`config.mk`:
```
export PLATFORM = sky130hd
export DESIGN_NAME = inst_fetch
export DESIGN_NICKNAME = d
export VERILOG_FILES = /design/src/rtl/my_pkg.sv /design/src/rtl/inst_fetch.sv
export SDC_FILE = /design/constraint.sdc
export NUM_CORES = 1
export LEC_CHECK = 0
export BUFFER_PORTS_ARGS = -buffer_cell sky130_fd_sc_hd__buf_2
export CORE_ASPECT_RATIO = 0.5
export CORE_MARGIN = 5
export CORE_UTILIZATION = 40
export CTS_CLUSTER_DIAMETER = 30
export DETAILED_ROUTE_END_ITERATION = 7
export PLACE_DENSITY = 0.75
export SLEW_MARGIN = 20
export SYNTH_ARGS = -nofsm -noshare
export SYNTH_HDL_FRONTEND = slang
export SYNTH_SLANG_ARGS = --single-unit
```
`constraint.sdc`:
```
create_clock -name clk -period 2.43 [get_ports clk]
set_input_delay 0.486 -clock clk [delete_from_list [all_inputs] [get_ports clk]]
set_output_delay 0.486 -clock clk [all_outputs]
set_load 0.05 [all_outputs]
```
`src/rtl/my_pkg.sv`:
```
// Shared fetch-stage definitions: address/data widths, boot address,
// the canonical NOP encoding and the fetch FSM state type.
package my_pkg;

  localparam int unsigned ADDR_WIDTH = 32;
  localparam int unsigned DATA_WIDTH = 32;

  // Boot address; must be word-aligned.
  localparam logic [ADDR_WIDTH-1:0] RESET_PC = ADDR_WIDTH'('h0000_0000);

  // addi x0, x0, 0
  localparam logic [DATA_WIDTH-1:0] NOP_INST = DATA_WIDTH'('h0000_0013);

  typedef enum logic [1:0] {
    BOOT,
    RUN,
    HALT
  } fetch_state_t;

endpackage

```
`src/rtl/inst_fetch.sv`:
```
// Instruction fetch stage sitting directly upstream of inst_mem.
// Owns the PC, drives inst_mem.addr combinationally every cycle and pairs the
// registered instruction coming back (1-cycle latency) with the PC it belongs to.
// Handles stall, redirect (branch/jump) and halt.
//
// Optional feature: define FETCH_MISALIGN_EXC_EN to raise if_exc_o on a
// redirect target that is not word-aligned (the stage then parks in HALT).
// Without it the low two bits of the redirect target are cleared and
// if_exc_o is tied low.
module inst_fetch
  import my_pkg::*;
(
  input  logic                  clk,
  input  logic                  rst,
  input  logic                  stall_i,
  input  logic                  redirect_i,
  input  logic [ADDR_WIDTH-1:0] redirect_pc_i,
  input  logic                  halt_i,
  output logic [ADDR_WIDTH-1:0] mem_addr_o,
  input  logic [DATA_WIDTH-1:0] mem_inst_i,
  output logic [ADDR_WIDTH-1:0] if_pc_o,
  output logic [DATA_WIDTH-1:0] if_inst_o,
  output logic                  if_valid_o,
  output logic                  if_exc_o
);

  fetch_state_t          state;
  logic [ADDR_WIDTH-1:0] pc_q;
  logic                  valid_q;
  logic                  exc_q;
  logic [ADDR_WIDTH-1:0] redirect_pc;
  logic                  misaligned;

`ifdef FETCH_MISALIGN_EXC_EN
  assign redirect_pc = redirect_pc_i;
  assign misaligned  = |redirect_pc_i[1:0];
`else
  assign redirect_pc = redirect_pc_i & ~ADDR_WIDTH'(3);
  assign misaligned  = 1'b0;
`endif

  // Next fetch address: redirect > halt > stall > sequential while running.
  always_comb begin
    mem_addr_o = pc_q;
    case (state)
      BOOT: mem_addr_o = RESET_PC;
      RUN: begin
        if (exc_q)                  mem_addr_o = pc_q;
        else if (redirect_i)        mem_addr_o = redirect_pc;
        else if (halt_i || stall_i) mem_addr_o = pc_q;
        else                        mem_addr_o = pc_q + ADDR_WIDTH'(4);
      end
      HALT: begin
        if (redirect_i) mem_addr_o = redirect_pc;
      end
      default: mem_addr_o = pc_q;
    endcase
  end

  // Fetch FSM and the registered PC/valid/exception that accompany mem_inst_i.
  // pc_q always captures the address just issued, so mem_inst_i is the word for pc_q.
  always_ff @(posedge clk) begin
    if (rst) begin
      state   <= BOOT;
      pc_q    <= RESET_PC;
      valid_q <= 1'b0;
      exc_q   <= 1'b0;
    end else begin
      pc_q <= mem_addr_o;
      case (state)
        BOOT: begin
          valid_q <= 1'b1;
          state   <= RUN;
        end
        RUN: begin
          if (exc_q) begin
            exc_q   <= 1'b0;
            valid_q <= 1'b0;
            state   <= HALT;
          end else if (redirect_i) begin
            valid_q <= 1'b1;
            exc_q   <= misaligned;
          end else if (halt_i) begin
            valid_q <= 1'b0;
            state   <= HALT;
          end
        end
        HALT: begin
          if (redirect_i) begin
            valid_q <= 1'b1;
            exc_q   <= misaligned;
            state   <= RUN;
          end
        end
        default: state <= BOOT;
      endcase
    end
  end

  assign if_pc_o    = pc_q;
  assign if_valid_o = valid_q;
  assign if_inst_o  = (valid_q && !exc_q) ? mem_inst_i : NOP_INST;

`ifdef FETCH_MISALIGN_EXC_EN
  assign if_exc_o = exc_q;
`else
  assign if_exc_o = 1'b0;
`endif

endmodule

```
==> metrics.md, run 1 <==
| Metric | Value |
|---|---|
| # Max-Cap Violations | 0 |
| Failing checks | setup timing |
| DRT Wirelength | 15520 um |
| Num CTS Buffers | 5 |
| P_sw | 952.5 uW |
| Die width | 136.6 um |
| Reg2reg start | if_pc_o[2]$_SDFF_PP0_ |
| Ys flop type | dfxtp_1 |
| Final period util | 111.5% |
| Hold depth | 5 |
| Via count | 4776 |
| Leakage Power | 2.755 nW |
| Worst Hold Endpoint | if_pc_o[23]$_SDFF_PP0_ |
| Peak supply drop | 0.2670 mV |
| Hold wc startpoint | redirect_pc_i[23] |
| Sequential power share | 27.4% |
| CORE AREA | 7914 um^2 |
| Max Root-Sink Buffers | 2 |
| Seq/Total Area, Yosys | 21.87% |
| Worst Hold Class | input port to flip-flop |
| Drt via density | 5.977 |
| Mux contribution to synthesized area | 3.514% |
| Full die area | 10010 um^2 |
| # rows | 23 |
| Antenna diodes | 0 |
| Final WS setup | -0.2795 ns |
| CTS Hold Bufs | 0 |
| Finished Cell Area | 5868 um^2 |
| Unrepaired setup endpoints after global routing | true |
| Largest fanout on the critical path | 5 |
| Cell variety after synth | 66 |
| Synth Area in XOR/XNOR | 0.2733% |
| Max frequency | 0.3691 GHz |
| Power density cells | 394.1 nW/um^2 |
| Setup violators final | 25 |
| Area post-placement | 4860 um^2 |
| CP Capture Type | output pin |
| GRT Total Usage | 28.56% |
| Synth top area cells | dfxtp_1, and2_1, nand2_1, nor2b_1, a21oi_1 |
| CTS Sinks | 35 |
| Largest net degree at the start of global routing | 35 |
| Main combinational cell family by area after synthesis | simple AND/OR/NAND/NOR gates |
| Synth Area in Compound Gates | 29.52% |
| Final Skew | 0.003138 ns |
| HPWL after DPL | 10310 um |
| Drt wl/cell | 19.42 um |
| RD Place Congestion | 0.9519 |
| IO Pins | 167 |
| WP data arrival | 2.22 ns |
| CTS tree | built |
| Post-route ant nets | 0 |
| Clock root buffer | clkbuf_16 |
| Worst skew pair latency | 0.28 ns |
| Synth top area share | 21.87% |
| First-pass detailed-route iteration total | 6 |
| Critical path required time | 1.94 ns |
| Area delta synth->final | 83.13% |
| Final hold vios | 0 |
| Critical path class | input port to output pin |
| Fraction of the mapped netlist area in simple logic gates | 37.76% |
| Post-synth EDFFs | 0 |
| Starting Density | 40.49% |
| Critical Path Start Type | input port |
| Multi-input gate area | 2838 um^2 |
| Syn Area/Cell | 7.137 um^2 |
| Layout cells sized above 1 | 56.33% |
| Minimum clock period | 2.710 ns |
| Layout net count | 757 |
| Pre-CTS setup slack | -0.3083 ns |
| Fillers | 540 |
| Grt ovf | 0 |
| Vert. Die Dim | 73.29 um |
| Sw Share | 41.19% |
| Cells after Synth | 449 |
| Max-slew headroom | 47.32% |
| Synthesized area | 3204 um^2 |
| H-tree lvl count | 2 |
| Yosys Warn Count | 0 |
| Slew Viols, Final | 0 |
| Synth area leader | dfxtp_1 |
| Clock power frac | 28.5% |
| Gate power share | 44.1% |
| Status | finished with violations |
| Synthesized Nets | 519 |
| First-pass GRT wire length | 22850 um |
| Storage cell area | 767.0 um^2 |
| Pint | 1.360 mW |
| DRC viols | 0 |
| Reg2reg end | if_pc_o[18]$_SDFF_PP0_ |
| Vias in the first global route | 4462 |
| Post-synthesis adder-cell area fraction | 0.7029% |
| Initial antenna violation count | 0 |
| Asr flop ratio synth | 0% |
| R2R setup slack | 0.34 ns |
| Worst Tran Pin Value | 0.7891 ns |
| Register bit count reported by yosys | 35 |
| Quantity of I/O buffers inserted on ports | 163 |
| Synth top cells by count | nand2_1, and2_1, dfxtp_1, a21oi_1, nor2b_1 |
| Worst reg-to-reg path cell count | 8 |
| Detailed Route Iter0 Violations | 579 |
| Clk pin slew, worst setup/hold paths | 0.05 ns |
| Top-count cell post-synth | nand2_1 |
## layer usage
layer	track usage (%)	vias to the layer above	part of all wire (%)
met3	6.430	71	12
met1	38.24	2226	40
met4	10.50	0	3.7
met2	45.20	335	44
met5	2.020	-	0
li1	-	2144	-
## final cells by class
class / instances / area share [%]
multi-input combinational: 365 / 48.36
timing repair buffer: 268 / 32.88
sequential: 35 / 13.07
tap: 112 / 2.388
clock buffer: 6 / 2.367
inverter: 12 / 0.8529
clock inverter: 1 / 0.08529
## cells by family after synthesis
group | count (synthesis)
compound gates | 136
simple gates | 214
buf+inv | 49
other cells | 1
fa+ha+maj | 2
xor+xnor | 1
flops | 35
mux | 11
## cells in the final DEF (no fill, tap or decap), types with 6 or more instances in the layout
cell and n:
dfxtp_1 12, and2_1 35, buf_2 133, o21ai_0 19, buf_8 11, a21oi_2 6, nand2b_1 9, a21oi_1 21
inv_1 10, nor2_1 20, o22ai_1 10, a22oi_1 12, nand2_1 54, nand3_2 8, a31oi_1 7, dfxtp_2 8
nor2b_1 23, dfxtp_4 15, buf_4 92, buf_6 28, nand3_1 8, mux2i_1 8
## power by group through the flow
| stage | Clock (mW) | Combinational [mW] | Sequential, mW |
|---|---|---|---|
| after floorplan | 0 | 0.532 | 0.714 |
| after global placement | 0 | 0.874 | 0.645 |
| after detailed placement | 0 | 0.883 | 0.646 |
| after CTS | 0.670 | 0.964 | 0.632 |
| after global routing | 0.695 | 1.07 | 0.637 |
| final | 0.660 | 1.02 | 0.633 |
## metrics by stage
step                      power (mW)  hold WS (ns)  utilization (%)  cells  setup TNS [ns]
after floorplan                1.246        0.6601                -    449         -0.6083
after global placement         1.519        0.5568            61.41    769          -5.235
after detailed placement       1.530        0.5740            61.41    769          -5.729
after CTS                      2.266        0.5770            71.05    794          -2.530
final                          2.313        0.5754            74.15    799          -3.179
after global routing           2.398        0.6080            74.15    799          -4.608
## how the worst max path moves through the flow
| stage | startpoint | to | slack [ns] | cells after the start |
|---|---|---|---|---|
| floorplan | halt_i | mem_addr_o[17] | -0.20 | 7 |
| global placement | stall_i | mem_addr_o[17] | -0.29 | 7 |
| detailed placement | redirect_i | mem_addr_o[24] | -0.31 | 6 |
| CTS | if_pc_o[5]$_SDFF_PP0_ | mem_addr_o[17] | -0.22 | 6 |
| global route | if_pc_o[13]$_SDFF_PP0_ | mem_addr_o[20] | -0.30 | 8 |
| finish | stall_i | mem_addr_o[17] | -0.28 | 7 |
## flip-flops by register name, summed over array words and instances, names as in the netlist
| register | cells |
|---|---|
| if_pc_o | 32 |
| state | 2 |
| if_valid_o | 1 |
## critical path, stage by stage
cell	delay [ns]
buf_2	0.14
nand4bb_1	0.24
or4_4	0.50
o311a_1	0.32
a211oi_2	0.26
o22ai_4	0.11
buf_6	0.17
## repair_timing
item / CTS / global route
endpoints found under the setup margin: 31 / 31
pin swaps: 29 / 11
gates cloned: 1 / 0
resized for setup: 114 / 43
setup buffers: 19 / 5
endpoints found under the hold margin: 0 / 0
Note: power is estimated with default switching activity, not from simulation.
==> inputs of run 2 (changes only) <==
CORE_MARGIN = 2   (was 5)
==> metrics.md, run 2 (synthesis results as in run 1) <==
| Metric | Value |
|---|---|
| Drt wl/cell | 19.62 um |
| Max-slew headroom | 48.14% |
| Status | finished with violations |
| Failing checks | setup timing |
| Unrepaired setup endpoints after global routing | true |
| Post-route ant nets | 0 |
| Setup violators final | 24 |
| First-pass detailed-route iteration total | 6 |
| Final period util | 113.0% |
| Power density cells | 390.0 nW/um^2 |
| First-pass GRT wire length | 21670 um |
| Clock root buffer | clkbuf_16 |
| Max frequency | 0.3643 GHz |
| CORE AREA | 7885 um^2 |
| Detailed Route Iter0 Violations | 822 |
| Quantity of I/O buffers inserted on ports | 163 |
| Area post-placement | 4830 um^2 |
| Critical path required time | 1.94 ns |
| Max FFs per register | 32 |
| # Max-Cap Violations | 0 |
| CP Launch Point | stall_i |
| Worst Hold Class | input port to flip-flop |
| Commonest cells after routing, fill and taps aside | buf_2, buf_4, nand2_1 |
| Final Skew | 0.007083 ns |
| Layout cells sized above 1 | 56.46% |
| Pre-CTS setup slack | -0.3117 ns |
| Via count | 4908 |
| Area delta synth->final | 85.01% |
| Initial antenna violation count | 0 |
| Reg2reg end | if_pc_o[17]$_SDFF_PP0_ |
| Worst reg-to-reg path cell count | 7 |
| Hold Slack | 0.5848 ns |
| Layout Utilization | 75.18% |
| Critical Path Start Type | input port |
| CP Capture Type | output pin |
| WP data arrival | 2.26 ns |
| Largest net degree at the start of global routing | 35 |
| RD Place Congestion | 0.9483 |
| Final WS setup | -0.3152 ns |
| GRT Total Usage | 31.68% |
| Leakage Power | 2.775 nW |
| Clk pin slew, worst setup/hold paths | 0.05 ns |
| HPWL after DPL | 9838 um |
| Peak supply drop | 0.2277 mV |
| Worst Tran Pin Value | 0.7769 ns |
| CTS Sinks | 35 |
| Finished Cell Area | 5928 um^2 |
| Starting Density | 40.64% |
| Critical path class | input port to output pin |
| Full die area | 8786 um^2 |
| # rows | 23 |
| Placed Instances | 765 |
| CTS tree | built |
| Reg2reg start | if_pc_o[3]$_SDFF_PP0_ |
| Largest fanout on the critical path | 3 |
| Num CTS Buffers | 5 |
| Vert. Die Dim | 67.29 um |
| Layout net count | 758 |
| Worst skew pair latency | 0.30 ns |
| Slew Viols, Final | 0 |
| Hold wc startpoint | redirect_pc_i[22] |
| Drt via density | 6.127 |
| DRT Wirelength | 15720 um |
| DRC viols | 0 |
| R2R setup slack | 0.37 ns |
| Final hold vios | 0 |
| IO Pins | 167 |
| Grt ovf | 0 |
| Fin cells | 801 |
| Antenna diodes | 0 |
| Die width | 130.6 um |
| Commonest non-fill, non-tap cell in the layout | buf_2 |
| Minimum clock period | 2.745 ns |
| Max Root-Sink Buffers | 2 |
| H-tree lvl count | 2 |
| Crit path to | mem_addr_o[17] |
| Vias in the first global route | 4298 |
run 2: final cells by class:
cell class | count | area, um^2
inverter | 12 | 50.05
fill | 530 | 1957
clock buffer | 8 | 136.4
timing repair buffer | 269 | 1958
sequential | 35 | 764.5
multi-input combinational | 365 | 2879
tap | 112 | 140.1
run 2: what timing repair did:
action                                  4_1_cts  5_1_grt
hold buffers                                  0        0
pin swaps                                    35       25
setup buffers                                19       11
endpoints found under the hold margin         0        0
endpoints found under the setup margin       32       31
gates resized for setup                     128       49
run 2: per-stage QoR:
stage                     power, mW  TNS (ns)
after floorplan               1.246   -0.6083
after global placement        1.507    -4.562
after detailed placement      1.518    -5.015
after CTS                     2.232    -3.415
after global routing          2.372    -5.172
final                         2.312    -4.114
run 2: how the worst min path moves through the flow:
stage                                   endpoint  slack, ns  cells past startpoint
after floorplan           if_pc_o[19]$_SDFF_PP0_       0.66                      2
after global placement    if_pc_o[21]$_SDFF_PP0_       0.56                      2
after detailed placement  if_pc_o[21]$_SDFF_PP0_       0.57                      2
after CTS                 if_pc_o[23]$_SDFF_PP0_       0.58                      5
after global routing      if_pc_o[21]$_SDFF_PP0_       0.61                      2
final                     if_pc_o[22]$_SDFF_PP0_       0.58                      5
run 2: report_power, final:
part	total (mW)	leakage [nW]	internal, mW	switching, mW
logic	1.02	2.41	0.363	0.658
clock network	0.655	0.0652	0.382	0.272
registers	0.636	0.300	0.592	0.0444
run 2: critical path, cell delays in order:
cell       delay, ns
buf_8           0.10
nand4bb_4       0.23
or4_4           0.55
o311a_1         0.33
a211oi_2        0.27
o22ai_4         0.11
buf_6           0.17
run 2: routing by layer:
metal  global-route usage, %  share of wire, %  vias up  wire length [um]
met1                   40.90                40     2264              6242
met3                   8.162                11      106              1722
met4                   13.70               5.4        0               841
met5                       0                 0        -                 0
li1                        -                 -     2151                 -
met2                   50.72                44      387              6912
==> inputs of run 3 (changes only) <==
CORE_UTILIZATION = 42   (was 40)
PLACE_DENSITY = 0.78   (was 0.75)
clock period = 2.49 ns   (was 2.43 ns; I/O delays follow)
==> metrics.md, run 3 (synthesis results as in run 1) <==
| Metric | Value |
|---|---|
| Status | finished with violations |
| Failing checks | setup timing |
| Starting Density | 43.60% |
| H-tree lvl count | 2 |
| Clock root buffer | clkbuf_16 |
| WP data arrival | 2.31 ns |
| CP Capture Type | output pin |
| Drt wl/cell | 18.75 um |
| Total power draw | 2.244 mW |
| RD Place Congestion | 0.9604 |
| P_sw | 921.4 uW |
| CTS Hold Bufs | 0 |
| Worst path cell trace | buf_6 -> nand4bb_4 -> buf_6 -> nor4_4 -> buf_4 -> nand2_1 -> o311a_2 -> buf_6 |
| Setup violators final | 22 |
| Drt via density | 6.018 |
| Num CTS Buffers | 5 |
| DRC viols | 0 |
| GRT Total Usage | 31.94% |
| Full die area | 8387 um^2 |
| Commonest cells after routing, fill and taps aside | buf_2, buf_4, nand2_1 |
| Slew Viols, Final | 0 |
| Leakage Power | 2.635 nW |
| Area delta synth->final | 76.84% |
| Max stage delay on crit path | 0.43 ns |
| CTS tree | built |
| CTS Sinks | 35 |
| Antenna diodes | 0 |
| Final Skew | 0.004077 ns |
| Quantity of I/O buffers inserted on ports | 163 |
| Worst Tran Pin Value | 0.7396 ns |
| Worst skew pair latency | 0.29 ns |
| Vias in the first global route | 4056 |
| Final WS setup | -0.3143 ns |
| Layout cells sized above 1 | 55.46% |
| Critical path class | input port to output pin |
| Pint | 1.323 mW |
| Die width | 127.5 um |
| Grt ovf | 0 |
| Final hold vios | 0 |
| Max frequency | 0.3566 GHz |
| Cell family contributing the most delay on the critical path | simple AND/OR/NAND/NOR gates |
| Critical Path Start Type | input port |
| Unrepaired setup endpoints after global routing | true |
| Max Root-Sink Buffers | 2 |
| DRT Wirelength | 14510 um |
| Sw Share | 41.05% |
| Fillers | 490 |
| # Max-Cap Violations | 0 |
| Most frequent CP cell | buf_6 |
| Power density cells | 396.1 nW/um^2 |
| Clock power frac | 29.0% |
| HPWL after DPL | 10140 um |
| Peak supply drop | 0.2392 mV |
| Gate power share | 43.6% |
| Worst Hold Class | input port to flip-flop |
| Clk pin slew, worst setup/hold paths | 0.06 ns |
| Vert. Die Dim | 65.77 um |
| Commonest non-fill, non-tap cell in the layout | buf_2 |
| Worst path slowest cell | nor4_4 |
| Max FFs per register | 32 |
| First-pass GRT wire length | 20810 um |
| CP Buf/Inv Count | 4 |
| Final period util | 112.6% |
| IO Pins | 167 |
| Detailed Route Iter0 Violations | 552 |
| Via count | 4658 |
| Post-route ant nets | 0 |
| CORE AREA | 7350 um^2 |
| Layout net count | 747 |
| Largest net degree at the start of global routing | 35 |
| First-pass detailed-route iteration total | 5 |
| Initial antenna violation count | 0 |
| Max-slew headroom | 50.63% |
| Sequential power share | 27.4% |
| Largest fanout on the critical path | 3 |
| Setup TNS | -3.651 ns |
| # rows | 22 |
| Critical path required time | 1.99 ns |
| Minimum clock period | 2.804 ns |
## run 3: worst register-to-register path, delay by kind of cell, from the launching register on
family,cells,cell delay (ns)
AND/OR/NAND/NOR,4,0.99
buffers and inverters,3,0.50
flip-flops,1,0.39
AO/OA/AOI/OAI,1,0.17
## run 3: what timing repair did
action                                  CTS  global route
pin swaps                                20            28
setup buffers                            11             5
gates resized for setup                  96            60
gates cloned                              0             0
endpoints found under the setup margin   30            31
## run 3: through the flow
| stage | instance area [um^2] | util (%) | instances | hold WS, ns | setup WS [ns] |
|---|---|---|---|---|---|
| floorplan | 3369 | - | 449 | 0.6474 | -0.1629 |
| global placement | 4752 | 64.66 | 750 | 0.5597 | -0.5651 |
| detailed placement | 4752 | 64.66 | 750 | 0.5658 | -0.5675 |
| CTS | 5363 | 72.97 | 769 | 0.5768 | -0.2460 |
| global route | 5667 | 77.10 | 774 | 0.6103 | -0.3136 |
| finish | 5667 | 77.10 | 774 | 0.5988 | -0.3143 |
## run 3: power groups by stage
stage	Sequential [mW]	Clock (mW)	Combinational, mW
floorplan	0.696	0	0.513
global placement	0.623	0	0.852
detailed placement	0.624	0	0.862
CTS	0.613	0.653	0.925
global route	0.619	0.674	1.02
finish	0.615	0.650	0.979
## run 3: area by class of cell
class | count | area [um^2] | share of cell area, %
inverters | 12 | 45.04 | 0.7949
flip-flops and latches | 35 | 757.0 | 13.36
clock inverters | 1 | 3.754 | 0.06624
multi-input cells | 365 | 2770 | 48.89
clock buffers | 7 | 142.6 | 2.517
well taps | 96 | 120.1 | 2.120
repair buffers | 258 | 1828 | 32.26
## run 3: worst paths after layout
path,startpoint,end,slack (ns),cells after the start
setup / recovery,stall_i,mem_addr_o[27],-0.31,8
hold / removal,redirect_pc_i[23],if_pc_o[23]$_SDFF_PP0_,0.60,5
setup reg to reg,if_pc_o[2]$_SDFF_PP0_,if_pc_o[29]$_SDFF_PP0_,0.37,8
hold reg to reg,if_pc_o[1]$_SDFF_PP0_,if_pc_o[1]$_SDFF_PP0_,0.61,2
## run 3: metal layers
metal  GRT usage (%)  part of all wire [%]
met2           51.94                    46
met1           41.97                    40
met3           7.410                    11
met5               0                     0
met4           10.99                   2.1
